$ cat src/rtl/hazard_ctrl.sv
// Hazard controller for the 5-stage MIPS pipeline: load-use, branch flush and mult/div interlock.
// Optional stall/flush statistics counters are enabled with `define HAZARD_STATS_EN.
module hazard_ctrl #(
  parameter int REG_W  = 5,
  parameter int MD_LAT = 4
) (
  input  logic             i_clk,
  input  logic             i_rst,
  input  logic [REG_W-1:0] i_id_rs,
  input  logic [REG_W-1:0] i_id_rt,
  input  logic             i_id_use_rs,
  input  logic             i_id_use_rt,
  input  logic             i_ex_memread,
  input  logic [REG_W-1:0] i_ex_wreg,
  input  logic             i_ex_branch_taken,
  input  logic             i_id_md_start,
  input  logic             i_id_md_read,
  output logic             o_pc_stall,
  output logic             o_ifid_stall,
  output logic             o_ifid_zero,
  output logic             o_idex_zero,
  output logic             o_md_busy
`ifdef HAZARD_STATS_EN
  ,
  output logic [31:0]      o_stall_count,
  output logic [31:0]      o_flush_count
`endif
);

  if ((MD_LAT < 1) || (MD_LAT > 15)) begin : g_bad_md_lat
    $error("hazard_ctrl: MD_LAT must lie in 1..15");
  end

  localparam logic [3:0] MD_LAT_C = 4'(MD_LAT);

  logic [3:0] r_md_cnt;
  logic       w_lu;
  logic       w_md_busy;
  logic       w_mdh;
  logic       w_stall;
  logic       w_issue;

  // Hazard detection terms
  always_comb begin
    w_lu = i_ex_memread && (i_ex_wreg != {REG_W{1'b0}}) &&
           ((i_id_use_rs && (i_id_rs == i_ex_wreg)) ||
            (i_id_use_rt && (i_id_rt == i_ex_wreg)));
    w_md_busy = (r_md_cnt != 4'd0);
    w_mdh     = w_md_busy && (i_id_md_read || i_id_md_start);
    w_stall   = (w_lu || w_mdh) && !i_ex_branch_taken;
    w_issue   = i_id_md_start && !w_stall && !i_ex_branch_taken && !w_md_busy;
  end

  // Pipeline control outputs; a taken branch overrides any stall
  always_comb begin
    o_pc_stall   = 1'b0;
    o_ifid_stall = 1'b0;
    o_ifid_zero  = 1'b0;
    o_idex_zero  = 1'b0;
    o_md_busy    = w_md_busy;
    if (i_ex_branch_taken) begin
      o_ifid_zero = 1'b1;
      o_idex_zero = 1'b1;
    end else if (w_stall) begin
      o_pc_stall   = 1'b1;
      o_ifid_stall = 1'b1;
      o_idex_zero  = 1'b1;
    end else begin
      o_ifid_zero = 1'b0;
    end
  end

  // Mult/div busy counter; a branch flush never cancels the older in-flight op
  always_ff @(posedge i_clk) begin
    if (i_rst) begin
      r_md_cnt <= 4'd0;
    end else if (w_issue) begin
      r_md_cnt <= MD_LAT_C;
    end else if (r_md_cnt != 4'd0) begin
      r_md_cnt <= r_md_cnt - 4'd1;
    end else begin
      r_md_cnt <= r_md_cnt;
    end
  end

`ifdef HAZARD_STATS_EN
  logic [31:0] r_stall_count;
  logic [31:0] r_flush_count;

  // Statistics counters, wrapping at 2^32
  always_ff @(posedge i_clk) begin
    if (i_rst) begin
      r_stall_count <= 32'd0;
      r_flush_count <= 32'd0;
    end else begin
      r_stall_count <= w_stall ? (r_stall_count + 32'd1) : r_stall_count;
      r_flush_count <= i_ex_branch_taken ? (r_flush_count + 32'd1) : r_flush_count;
    end
  end

  assign o_stall_count = r_stall_count;
  assign o_flush_count = r_flush_count;
`endif

endmodule

$ cat config.mk
export PLATFORM = sky130hd
export DESIGN_NAME = hazard_ctrl
export DESIGN_NICKNAME = d
export VERILOG_FILES = /design/src/rtl/hazard_ctrl.sv
export SDC_FILE = /design/constraint.sdc
export NUM_CORES = 1
export LEC_CHECK = 0
export ABC_AREA = 1
export BUFFER_PORTS_ARGS = -buffer_cell sky130_fd_sc_hd__buf_2
export CORE_AREA = 8 8 45 47
export CTS_BUF_LIST = sky130_fd_sc_hd__clkbuf_8
export DETAILED_ROUTE_END_ITERATION = 8
export DIE_AREA = 0 0 53 55
export GPL_TIMING_DRIVEN = 0
export HOLD_SLACK_MARGIN = 0.03
export PLACE_DENSITY = 0.68
export SYNTH_ARGS = -nofsm -noshare
export SYNTH_HDL_FRONTEND = slang
export SYNTH_SLANG_ARGS = --single-unit
$ cat constraint.sdc
create_clock -name i_clk -period 1.8 [get_ports i_clk]
set_input_delay 0.27 -clock i_clk [delete_from_list [all_inputs] [get_ports i_clk]]
set_output_delay 0.27 -clock i_clk [all_outputs]
set_load 0.02 [all_outputs]
# Yosys cells after proc, flatten, opt, wreduce, memory -nomap -nowiden
# Cells that the tools add are included.
# classes
n_mux,6
n_reduce_logical,19
eq_ne,2
addsub,1
# op_table
op,n
== test 5 bit,2
logical AND 1 bit,9
two-way mux 3 bit,2
nonzero test 5 bit,1
two-way mux 1 bit,4
nonzero test 4 bit,1
"subtractor 4 x 1 -> 4 bit, second input constant",1
zero test 1 bit,3
logical OR 1 bit,3
nonzero test 2 bit,1
OR reduction 2 bit,1
# totals
in_bits,23
register_bits,4
out_inout_bits,5
wordCells,30

# Longest topological paths before layout
# Gate-level depths: netlist of the first run.
# depth
ltp_word,11
depth_mapped,10
ltp_nobuf,10

# Worst setup path before layout of the first run
# Ideal clock, no wire load.
# synth_path
kind,register -> output
from,register r_md_cnt[0]
to,output o_pc_stall
n_path_buf,1
required_ps,1530
t_arrival_ps,1700
stages_incl_launch_ff,8
path_slack_ps,-170
path_cell_list,dfxtp_1 > inv_1 > ha_1 > nand3_1 > inv_1 > o21a_1 > nor2_1 > buf_4
# synth_via
elab_chain_len,6
# synth_rtl
item,line,text
from (decl),36,logic [3:0] r_md_cnt;
from (signal assigned),80,r_md_cnt <= r_md_cnt - 4'd1;
from (signal assigned),82,r_md_cnt <= r_md_cnt;
nonzero test 4 bit,48,w_md_busy = (r_md_cnt != 4'd0);
net o_md_busy,22,output logic o_md_busy
logical AND 1 bit,49,w_mdh = w_md_busy && (i_id_md_read || i_id_md_start);
logical OR 1 bit,50,w_stall = (w_lu || w_mdh) && !i_ex_branch_taken;
logical AND 1 bit,50,
two-way mux 1 bit (2 in a row),--,
to (decl),18,"output logic o_pc_stall,"
# The timed path passes the listed nets, and every way through them passes these cells.

# Final worst setup path of the first run
# layout_path
from,register r_md_cnt[0]
to,output o_pc_stall
# layout_via
elab_chain_len,6
# layout_rtl
item,line,text
nonzero test 4 bit,48,
logical AND 1 bit,49,
logical OR 1 bit,50,
logical AND 1 bit,50,
two-way mux 1 bit,64,end else if (w_stall) begin
two-way mux 1 bit,61,if (i_ex_branch_taken) begin
# No other way between the ends.

==> impl_results.md, run 1 <==
* Status: completed
* Final Net Count at approximately 150
* Initial Util at about a third
* Logic pwr share at between 60 and 70%
* Initial antenna violation count at 0
* GRT overflow at 0
* First-pass DRT Iterations at 4
* Seq pwr share at between 10% and 20%
* Yosys cell types at 15
* Post-route ant nets at 0
* Synthesized flop and latch total at 4
* Final Max Tran Viols at 0
* Area after DPL at between 600 and 700 um^2
* VDD IR max at roughly 0.00053 V
* Pin count of the biggest net entering global routing at 7
* Arrival @ worst endpoint at about 1.5 ns
* Tcrit/Tclk final at between 90% and 100%
* Rel. slew slack at between 80% and 90%
* Max reg flops at 4
* # hold bufs at CTS at 0
* DRT Wirelength at around 1200 um
* Worst Setup End Kind: output pin
* Root buf cell: clkbuf_8
* Post-Synth XOR/XNOR Area at around 1.8%
* YS warnings at 0
* Biggest registers after layout: r_md_cnt: 4 flops
* Layout cells sized above 1 at between 30 and 40%
* Fin util at between 50 and 60%
* Routed vias at 583
* Pwr Density at 1330 nW/um^2
* H-tree Lvls at 1
* First-pass GRT wire length at between 1500 and 2000 um
* Antenna Cells at 0
* Origin of the critical flop-to-flop path: r_md_cnt[0]
* Post-detail-place hpwl at roughly 1000 um
* Die ar. at ~3000 um^2
* Most common cell after layout, fill and taps aside: nand2_1
* GRT Total Usage at between 8 and 9%
* Setup TNS at 0 ns
* Sequential area share after synthesis at about 17%
* Int Power at between 500 and 600 uW
* DIE WIDTH at approximately 53 um
* Starting DRC count in detailed routing at 8
* Post-Synth Simple-Gate Area at between 40% and 50%
* Final hold violations at 0
* Fillcell total at ~160
* Switching Share at 43.7%
* Synth Area in Adders at 5.24%
* Row cnt at 14
* Post-synthesis mux area share at 0%
* Min-delay src: i_rst
* Die height at ~55 um
* Area delta synth->final at 50.0%
* Clk_lat worst skew at between 0.2 and 0.25 ns
* Largest family of logic cells by synthesized area: simple AND/OR/NAND/NOR gates
* Unrepaired setup endpoints after global routing: no
* Finish-stage setup viols at 0
* Syn_area_per_cell at slightly above 5 um^2
* Crit path required time at between 1.5 and 2 ns
* Core area at between 1000 and 1500 um^2
* Reg clk slew, reported paths at 0.03 ns
* IO Pins at 28
* # clock sinks at 4
* Startpoint Class: flop
* Worst Tran Pin Value at 0.170 ns
* Most flop-heavy register: r_md_cnt
* Tmin final at ~1.7 ns
* Mapped Area at between 400 and 500 um^2
* Max Fclk at between 500 and 600 MHz
* HP Class: in -> reg
* Post-route cell area at 717 um^2
* Max-cap violations at 0
* Worst-path maximum fanout at 6
* Port bufs at 27
* Leak Pwr at around 0.00046 uW
* Clock Power Share at a little under 20%
* Cts bufs inserted at 3
* Remaining DRCs at 0
* Net count after synthesis at around 120
* GPL Wtd Cong at between 0.7 and 0.8
* Crit. Startpoint: r_md_cnt[0]
* Most frequent cells in the layout: nand2_1 (31), buf_2 (26), inv_1 (19)
* Complex-gate fraction of the synthesized area at 8.90%
* Via density at roughly 4.2
* CTS tree: built
* WHS at around 0.22 ns
* CP Class: reg -> out
* Drt wl/cell at between 8 and 9 um
* Clock Skew at between 0.002 and 0.0025 ns
* Synth Instances at 93
* Net load switching power at roughly 420 uW
* Vias in the first global route at 530
* Max clock buf depth at 2
[synthesized netlist by cell type]
cell type	count	area [um^2]
nand2_1	31	116
inv_1	22	82.6
nor2_1	13	48.8
dfxtp_1	4	80.1
nand3_1	4	20.0
o21ai_0	4	20.0
a21oi_1	3	15.0
buf_4	2	15.0
ha_1	2	25.0
inv_2	2	7.51
nand2_2	2	12.5
nand4_1	1	6.26
nand4_2	1	12.5
o21a_1	1	7.51
xor2_1	1	8.76
[critical path: stages (launching register included)]
cell	delay [ns]
dfxtp_2	0.33
inv_2	0.06
ha_4	0.16
nand3_4	0.07
inv_4	0.05
o21a_1	0.20
nor2_2	0.12
buf_4	0.11
buf_4	0.12
[power by group through the flow]
| stage | sequential, uW | combinational [uW] | clock, uW |
|---|---|---|---|
| 2_1_floorplan | 148 | 375 | 0 |
| 3_3_place_gp | 151 | 485 | 0 |
| 3_5_place_dp | 154 | 495 | 0 |
| 4_1_cts | 156 | 516 | 189 |
| 5_1_grt | 165 | 675 | 196 |
| 6_report | 163 | 608 | 185 |
[area by class of cell]
| cell class | instances | area (um^2) | area share [%] |
|---|---|---|---|
| Inverter | 24 | 92.6 | 12.9 |
| Clock buffer | 3 | 41.3 | 5.76 |
| Multi-Input combinational cell | 63 | 320 | 44.7 |
| Buffer | 2 | 15.0 | 2.09 |
| Tap cell | 16 | 20.0 | 2.79 |
| Sequential cell | 4 | 82.6 | 11.5 |
| Timing Repair Buffer | 28 | 145 | 20.2 |
[cells by family (layout without fill, tap and decap cells)]
kind of cell | after synthesis | in the layout
xor gates and xnor gates | 1 | 1
adders and majority gates | 2 | 2
AOI/OAI and AO/OA | 8 | 8
DFF | 4 | 4
and+or+nand+nor | 52 | 52
buffers and inverters | 26 | 57
[through the flow]
stage,setup WS (ns),power [uW],cells
2_1_floorplan,0.0649,523,93
3_3_place_gp,0.184,636,136
3_5_place_dp,0.124,650,136
4_1_cts,0.00616,860,139
5_1_grt,0.0146,1040,140
6_report,0.0821,956,140
[final timing paths]
check	end	slack (ns)	cells after the start
worst max register to register	r_md_cnt[0]	0.67	7
worst max-delay path	o_pc_stall	0.08	8
worst min register to register	r_md_cnt[0]	0.53	3
worst min-delay path	r_md_cnt[2]	0.22	2
[per-layer routing]
layer	GRT usage [%]	wire length (um)	share of wire (%)	vias up
met5	0	0	0	-
met4	5.17	11	0.90	0
met3	2.41	102	8.3	2
met2	15.8	601	49	16
met1	8.64	514	42	232
li1	-	-	-	333
[repair_timing]
| item | CTS | global route |
|---|---|---|
| setup buffers | 0 | 1 |
| gates resized for setup | 3 | 7 |
| setup endpoints to repair | 2 | 2 |
| pin swaps | 1 | 3 |
(Power assumes the default switching activity.)
==> run 2, diff against run 1 <==
- clock period: 1.8 -> 1.9 ns (I/O delays scaled with it)
==> run 2 against run 1 <==
Net effect: critical path depth unchanged; largest power group unchanged; clock skew up 0.0010 ns; setup slack better by 0.038 ns; register-to-register slack better by 0.03 ns; wire length down 1.1%; total power down 15%; highest routed layer unchanged; sequential share of layout area up 0.30 points; critical endpoint unchanged.
==> impl_results.md, run 2 (synthesis results as in run 1) <==
* First-pass DRT Iterations at 3 (was 4)
* Layout cells sized above 1 at 34.1% (was 37.1%)
* Routed vias at 610 (was 583)
* Post-route cell area at 688 um^2 (was 717 um^2)
* Final Net Count at 150 (was 151)
* Worst hold stages at 2 (unchanged)
* H-tree Lvls at 1 (unchanged)
* DRT Wirelength at 1220 um (was 1230 um)
* Antenna Cells at 0 (unchanged)
* Worst Setup End Kind: output pin (unchanged)
* Leak Pwr at 0.000455 uW (was 0.000462 uW)
* Setup TNS at 0 ns (unchanged)
* Status: completed (unchanged)
* GRT Total Usage at 9.17% (was 8.68%)
* Initial Util at 34.5% (unchanged)
* Most frequent cells in the layout: nand2_1 (31), buf_2 (26), inv_1 (21) (was nand2_1 (31), buf_2 (26), inv_1 (19))
* Clk_lat worst skew at 0.22 ns (was 0.21 ns)
* Row cnt at 14 (unchanged)
* Finished Layout Cells at 139 (was 140)
* Final Max Tran Viols at 0 (unchanged)
* Reg2Reg Depth at 7 (unchanged)
* Tmin final at between 1.5 and 2 ns
* Cts bufs inserted at 3 (unchanged)
* Core area at 1380 um^2 (unchanged)
* Worst Tran Pin Value at 0.168 ns (was 0.170 ns)
* CTS tree: built (unchanged)
* Vias in the first global route at 583 (was 530)
* CP Class: reg -> out (unchanged)
* Overall power at 810 uW (was 956 uW)
* Worst-path maximum fanout at 6 (unchanged)
* Die height at 55 um (unchanged)
* Post-detail-place hpwl at 1080 um (was 1040 um)
* Max clock buf depth at 2 (unchanged)
* Initial antenna violation count at 0 (unchanged)
* Via density at 4.39 (was 4.16)
* Finish-stage setup viols at 0 (unchanged)
* Most flop-heavy register: r_md_cnt (unchanged)
* Biggest registers after layout: r_md_cnt: 4 flops (unchanged)
* Arrival @ worst endpoint at 1.49 ns (was 1.45 ns)
* Final hold violations at 0 (unchanged)
* Rel. slew slack at 88.7% (was 88.5%)
* Placed cells at 136 (unchanged)
* Unrepaired setup endpoints after global routing: no (unchanged)
* Crit path required time at 1.62 ns (was 1.53 ns)
* GPL Wtd Cong at 0.751 (was 0.750)
* # clock sinks at 4 (unchanged)
* Startpoint Class: flop (unchanged)
* Starting DRC count in detailed routing at 3 (was 8)
* VDD IR max at 0.000572 V (was 0.000530 V)
* DIE WIDTH at 53 um (unchanged)
* Pin count of the biggest net entering global routing at 7 (unchanged)
* HP Class: in -> reg (unchanged)
* Max Fclk at around 560 MHz
* Fin util at 49.7% (was 51.8%)
* Clock Skew at 0.00317 ns (was 0.00213 ns)
* GRT overflow at 0 (unchanged)
* IO Pins at 28 (unchanged)
* Remaining DRCs at 0 (unchanged)
* Die ar. at 2920 um^2 (unchanged)
* Post-route ant nets at 0 (unchanged)
* Root buf cell: clkbuf_8 (unchanged)
* Drt wl/cell at 8.75 um (was 8.78 um)
* Tcrit/Tclk final at around 94%
* Most common cell after layout, fill and taps aside: nand2_1 (unchanged)
* Fillcell total at 155 (was 164)
* Post-CTS Setup Bufs at 0 (unchanged)
* # hold bufs at CTS at 0 (unchanged)
* Max-cap violations at 0 (unchanged)
* Reg clk slew, reported paths at 0.03 ns (about the same)
* First-pass GRT wire length at 1990 um (was 1940 um)
* Port bufs at 27 (unchanged)
* Area after DPL at 636 um^2 (was 641 um^2)
* Area delta synth->final at 44.0% (was 50.0%)
* Pwr Density at 1180 nW/um^2 (was 1330 nW/um^2)
* Max reg flops at 4 (unchanged)
* Post-cts sizing count at 1 (was 3)
run 2: cell count changes in the layout (fill, tap and decap cells not counted), sizes merged:
cell / before / now
buf: 30 / 29
run 2: area by class of cell:
class	instances	area [um^2]	area share, %
plain buffers	2	15.0	2.18
clock buffers	3	41.3	6.00
inverters	24	90.1	13.1
multi-input cells	63	303	44.0
flip-flops and latches	4	81.3	11.8
well taps	16	20.0	2.91
repair buffers	27	138	20.0
run 2: worst paths after layout:
kind,startpoint,endpoint,slack (ns)
min,i_rst,r_md_cnt[2],0.23
max reg2reg,r_md_cnt[0],r_md_cnt[3],0.70
max,r_md_cnt[0],o_pc_stall,0.12
min reg2reg,r_md_cnt[0],r_md_cnt[0],0.50
run 2: per-stage QoR:
step                hold WS, ns  worst slack [ns]
floorplan                 0.354            0.0340
global placement          0.460             0.224
detailed placement        0.462             0.206
CTS                       0.230           0.00532
global route              0.232            0.0205
finish                    0.232             0.121
run 2: power by group:
| part | leakage (uW) | total (uW) | switching [uW] | internal (uW) |
|---|---|---|---|---|
| Combinational | 0.000400 | 482 | 288 | 194 |
| Sequential | 0.0000334 | 143 | 17.1 | 126 |
| Clock | 0.0000216 | 186 | 50.0 | 136 |
| Total | 0.000455 | 810 | 355 | 455 |
run 2: critical path: stages (launching register included):
cell and delay [ns]:
dfxtp_2 0.31, inv_1 0.09, ha_2 0.18, nand3_2 0.10, inv_2 0.12, o21a_1 0.17, nor2_2 0.04, buf_4 0.12
buf_4 0.14
run 2: routing by layer:
metal,GRT usage (%),vias to the layer above,share of wire (%)
met1,8.33,256,40
li1,-,331,-
met5,0,-,0
met4,8.19,0,3.6
met3,2.67,4,6.5
met2,16.4,19,50
